[config.mk]
export PLATFORM = sky130hd
export DESIGN_NAME = xor_gate
export DESIGN_NICKNAME = d
export VERILOG_FILES = /design/src/rtl/xor_gate.sv
export SDC_FILE = /design/constraint.sdc
export NUM_CORES = 1
export LEC_CHECK = 0
export BUFFER_PORTS_ARGS = -buffer_cell sky130_fd_sc_hd__buf_4
export CAP_MARGIN = 40
export CORE_AREA = 2 2 53 55
export DETAILED_ROUTE_END_ITERATION = 10
export DIE_AREA = 0 0 55 57
export PLACE_DENSITY_LB_ADDON = 0.25
export SYNTH_ARGS = -nofsm -noshare
export SYNTH_HDL_FRONTEND = slang
export SYNTH_SLANG_ARGS = --single-unit
export TNS_END_PERCENT = 5
[constraint.sdc]
create_clock -name clk -period 2.35 [get_ports clk]
set_clock_uncertainty 0.15 [all_clocks]
set_input_delay 0.235 -clock clk [delete_from_list [all_inputs] [get_ports clk]]
set_output_delay 0.235 -clock clk [all_outputs]
set_load 0.03 [all_outputs]
[src/rtl/xor_gate.sv]
// xor_gate: registered bitwise XOR with a one-cycle valid pipeline and a
// saturating mismatch-bit counter.
//
// Ports:
//   clk        clock, all state updates on the rising edge
//   rst        synchronous active-high reset (overrides in_valid and clr)
//   in_valid   accept the (a, b) pair on this edge
//   a, b       operands, WIDTH bits
//   clr        synchronous clear of diff_cnt (applied before the current add)
//   out_valid  c/parity hold a freshly computed result
//   c          registered a ^ b (holds while idle)
//   diff_cnt   saturating accumulated popcount of a ^ b, CNT_W bits
//   parity     registered ^(a ^ b); only when XOR_GATE_PARITY_EN is defined
//
// Parameters: WIDTH >= 1, CNT_W >= clog2(WIDTH+1).
// Optional feature macro: XOR_GATE_PARITY_EN.

module xor_gate #(
    parameter int WIDTH = 1,
    parameter int CNT_W = 16
) (
    input  logic             clk,
    input  logic             rst,
    input  logic             in_valid,
    input  logic [WIDTH-1:0] a,
    input  logic [WIDTH-1:0] b,
    input  logic             clr,
    output logic             out_valid,
    output logic [WIDTH-1:0] c,
    output logic [CNT_W-1:0] diff_cnt
`ifdef XOR_GATE_PARITY_EN
    ,
    output logic             parity
`endif
);

    logic [WIDTH-1:0] diff;
    logic [CNT_W-1:0] pop;
    logic [CNT_W-1:0] base;
    logic [CNT_W:0]   sum;
    logic [CNT_W-1:0] cnt_next;

    assign diff = a ^ b;

    always_comb begin
        pop = '0;
        for (int i = 0; i < WIDTH; i++) begin
            pop = pop + {{(CNT_W-1){1'b0}}, diff[i]};
        end
    end

    // Clear takes effect before the current vector is added.
    assign base = clr ? '0 : diff_cnt;

    // One spare bit catches the overflow; pop never exceeds 2^CNT_W-1,
    // so a single carry-out is enough to detect saturation.
    assign sum = {1'b0, base} + {1'b0, pop};

    always_comb begin
        cnt_next = diff_cnt;
        if (in_valid) begin
            cnt_next = sum[CNT_W] ? '1 : sum[CNT_W-1:0];
        end else if (clr) begin
            cnt_next = '0;
        end
    end

    always_ff @(posedge clk) begin
        if (rst) begin
            out_valid <= 1'b0;
            c         <= '0;
            diff_cnt  <= '0;
        end else begin
            out_valid <= in_valid;
            diff_cnt  <= cnt_next;
            if (in_valid) begin
                c <= diff;
            end
        end
    end

`ifdef XOR_GATE_PARITY_EN
    always_ff @(posedge clk) begin
        if (rst) begin
            parity <= 1'b0;
        end else if (in_valid) begin
            parity <= ^diff;
        end
    end
`endif

endmodule

==> impl_results.md <==
- Die H: approximately 57 um
- Register bit total from synthesis: 18
- First-pass GRT wire length: 3.781 mm
- Post-CTS Resized: 0
- Cell Rows: 19
- Fin. max-slew vios: 0
- Synth top cells by count: dfxtp_1, a21oi_1, nand2_1
- GPL Wtd Cong: 0.7929
- DR iter-0 viols: 17
- Initial antenna violation count: 0
- DIE AREA: 3135 um^2
- Worst r2r src: diff_cnt[0]$_SDFF_PP0_
- Cell Pwr Density: 425.0 nW/um^2
- Synth top area share: 37.31%
- Synth top area cells: dfxtp_1, a21oi_1, xnor2_1
- Fill cells: 282
- GR Overflow Total: 0
- CTS tree: yes
- Maxcap violations: 0
- Worst Path Arrival: 2.13 ns
- Top-count cell post-synth: dfxtp_1
- Start point of the critical path: diff_cnt[0]$_SDFF_PP0_
- Total wire length: 2.194 mm
- Max H-tree Level: 1
- Pleak: 0.4482 nW
- Hold_ws: 0.07656 ns
- Reg clk slew, reported paths: 0.10 ns
- Period minus WS final: around 2.1 ns
- DR vias: 920
- Share of layout cells above drive strength 1: around a quarter
- Ys async rst share: 0%
- Top routing layer in use: met4
- CP max FO: 9
- EDFF count, synth: 0
- Largest net degree at the start of global routing: 18
- # hold bufs at CTS: 0
- Area leader, netlist: dfxtp_1
- Wire per inst: 13.06 um
- Netlist cell types: 34
- Primary FF master, synth: dfxtp_1
- CTS Buf Count: 3
- Area growth syn-to-layout: 24.35%
- Buffers on Ports: 23
- HPWL after DPL: around 1.6 mm
- Outcome: completed
- Post-synthesis instance total: roughly 110
- Antenna fix cells: 0
- Crit. End Element: register
- Worst setup SP type: register
- Vias per cell: 5.476
- HP Class: in -> reg
- WL met1: 989 um
- Met3 routed WL: 85 um
- Core area: 2615 um^2
- RSZ-0062 raised after global routing: no
- Netlist Area Pre-Place: 965.9 um^2
- Slew Limit Headroom: 74.05%
- Sink Count: 18
- Setup TNS: 0 ns
- CP Class: reg -> reg
- Post-route DRC violation count: 0
- Period utilisation layout: 88.02%
- GRT Overall Usage: 16.18%
- Mean post-synth cell area: 8.548 um^2
- Pre-Repair DR Iteration Count: 4
- Initial core utilization: around 37%
- Vias in the first global route: 888
- Fmax: around 480 MHz
- Final antenna-violating net count: 0
- Clk root buf: clkbuf_4
- Die width: 55 um
- Post-CTS Setup Inserts: 0
- I/O pin cnt: 24
- Met2 WL post-DR: 1.101 mm
- Worst Min Path Start: in_valid
- Clk_lat worst skew: 0.29 ns
- Sequential share of the synthesized area: 37.31%
- Mapped Nets: 121
- Warnings from Yosys: 0
- Least-Margin Pin Slew: 0.3863 ns
- Final setup viols: 0
- Longest Clk Path Bufs: 2
- Worst Path Required: 2.41 ns
- Worst ir drop on vdd: 0.2738 mV
- # nets final: 147
- Final hold violation count: 0
[final cells by class]
class | count | area (um^2) | share of cell area, %
timing repair buffer | 26 | 195.2 | 16.25
clock buffer | 3 | 22.52 | 1.875
multi-input combinational | 87 | 573.1 | 47.71
sequential | 18 | 360.3 | 30.00
tap | 31 | 38.79 | 3.229
inverter | 3 | 11.26 | 0.9375
[worst max-delay path, stage by stage (launching register included)]
cell,delay (ns)
dfxtp_1,0.34
nor2b_1,0.21
ha_1,0.22
nand3_2,0.20
nor4_2,0.45
a41oi_1,0.17
a311oi_1,0.25
[layer usage]
| metal | up-vias | GRT usage (%) |
|---|---|---|
| met3 | 2 | 3.141 |
| li1 | 454 | - |
| met1 | 449 | 21.28 |
| met4 | 0 | 8.711 |
| met2 | 15 | 24.49 |
| met5 | - | 0 |
[sequential cells by signal (all words and copies together) (netlist names)]
| name | count |
|---|---|
| c | 1 |
| diff_cnt | 16 |
| out_valid | 1 |
[final timing paths]
kind         slack (ns)  cells after the start                      end
max                0.28                      6  diff_cnt[14]$_SDFF_PP0_
max reg2reg        0.28                      6  diff_cnt[14]$_SDFF_PP0_
min                0.08                      2     out_valid$_SDFF_PP0_
min reg2reg        0.35                      2  diff_cnt[14]$_SDFF_PP0_
[cell families (layout without fill, tap and decap cells)]
group	count (synthesis)	count (layout)	share of synthesized area, %
XOR/XNOR	9	9	8.161
AO/OA/AOI/OAI	23	23	13.99
buffers and inverters	8	32	3.368
multiplexers	3	3	3.238
adder cells (fa/ha/maj)	2	2	2.590
flip-flops	18	18	37.31
AND/OR/NAND/NOR	50	50	31.35
[power by group]
part	switching, mW	internal (mW)	total, mW	leakage [nW]
clock	0.0932	0.0596	0.153	0.0138
sequential	0.00187	0.309	0.311	0.146
combinational	0.0267	0.0205	0.0472	0.289
[per-stage QoR]
step	utilization [%]	power (mW)	cells	worst slack (ns)	area [um^2]
5_1_grt	45.93	0.5351	168	0.09259	1201
2_1_floorplan	-	0.3473	113	0.2336	965.9
6_report	45.93	0.5105	168	0.2816	1201
4_1_cts	45.93	0.5218	168	0.2704	1201
3_5_place_dp	45.07	0.3655	165	0.1849	1179
3_3_place_gp	45.07	0.3644	165	0.2694	1179
[cells in the final DEF (no fill, tap or decap), types with 3 or more instances in the layout]
cell      instances
o21ai_0           3
nand2_1          10
nor4_1            5
clkbuf_4          3
buf_4            26
dfxtp_1          18
nor2b_1           5
a21oi_1          14
xnor2_1           7
inv_1             3
nor2_1            8
Note: power is estimated with default switching activity, not from simulation.
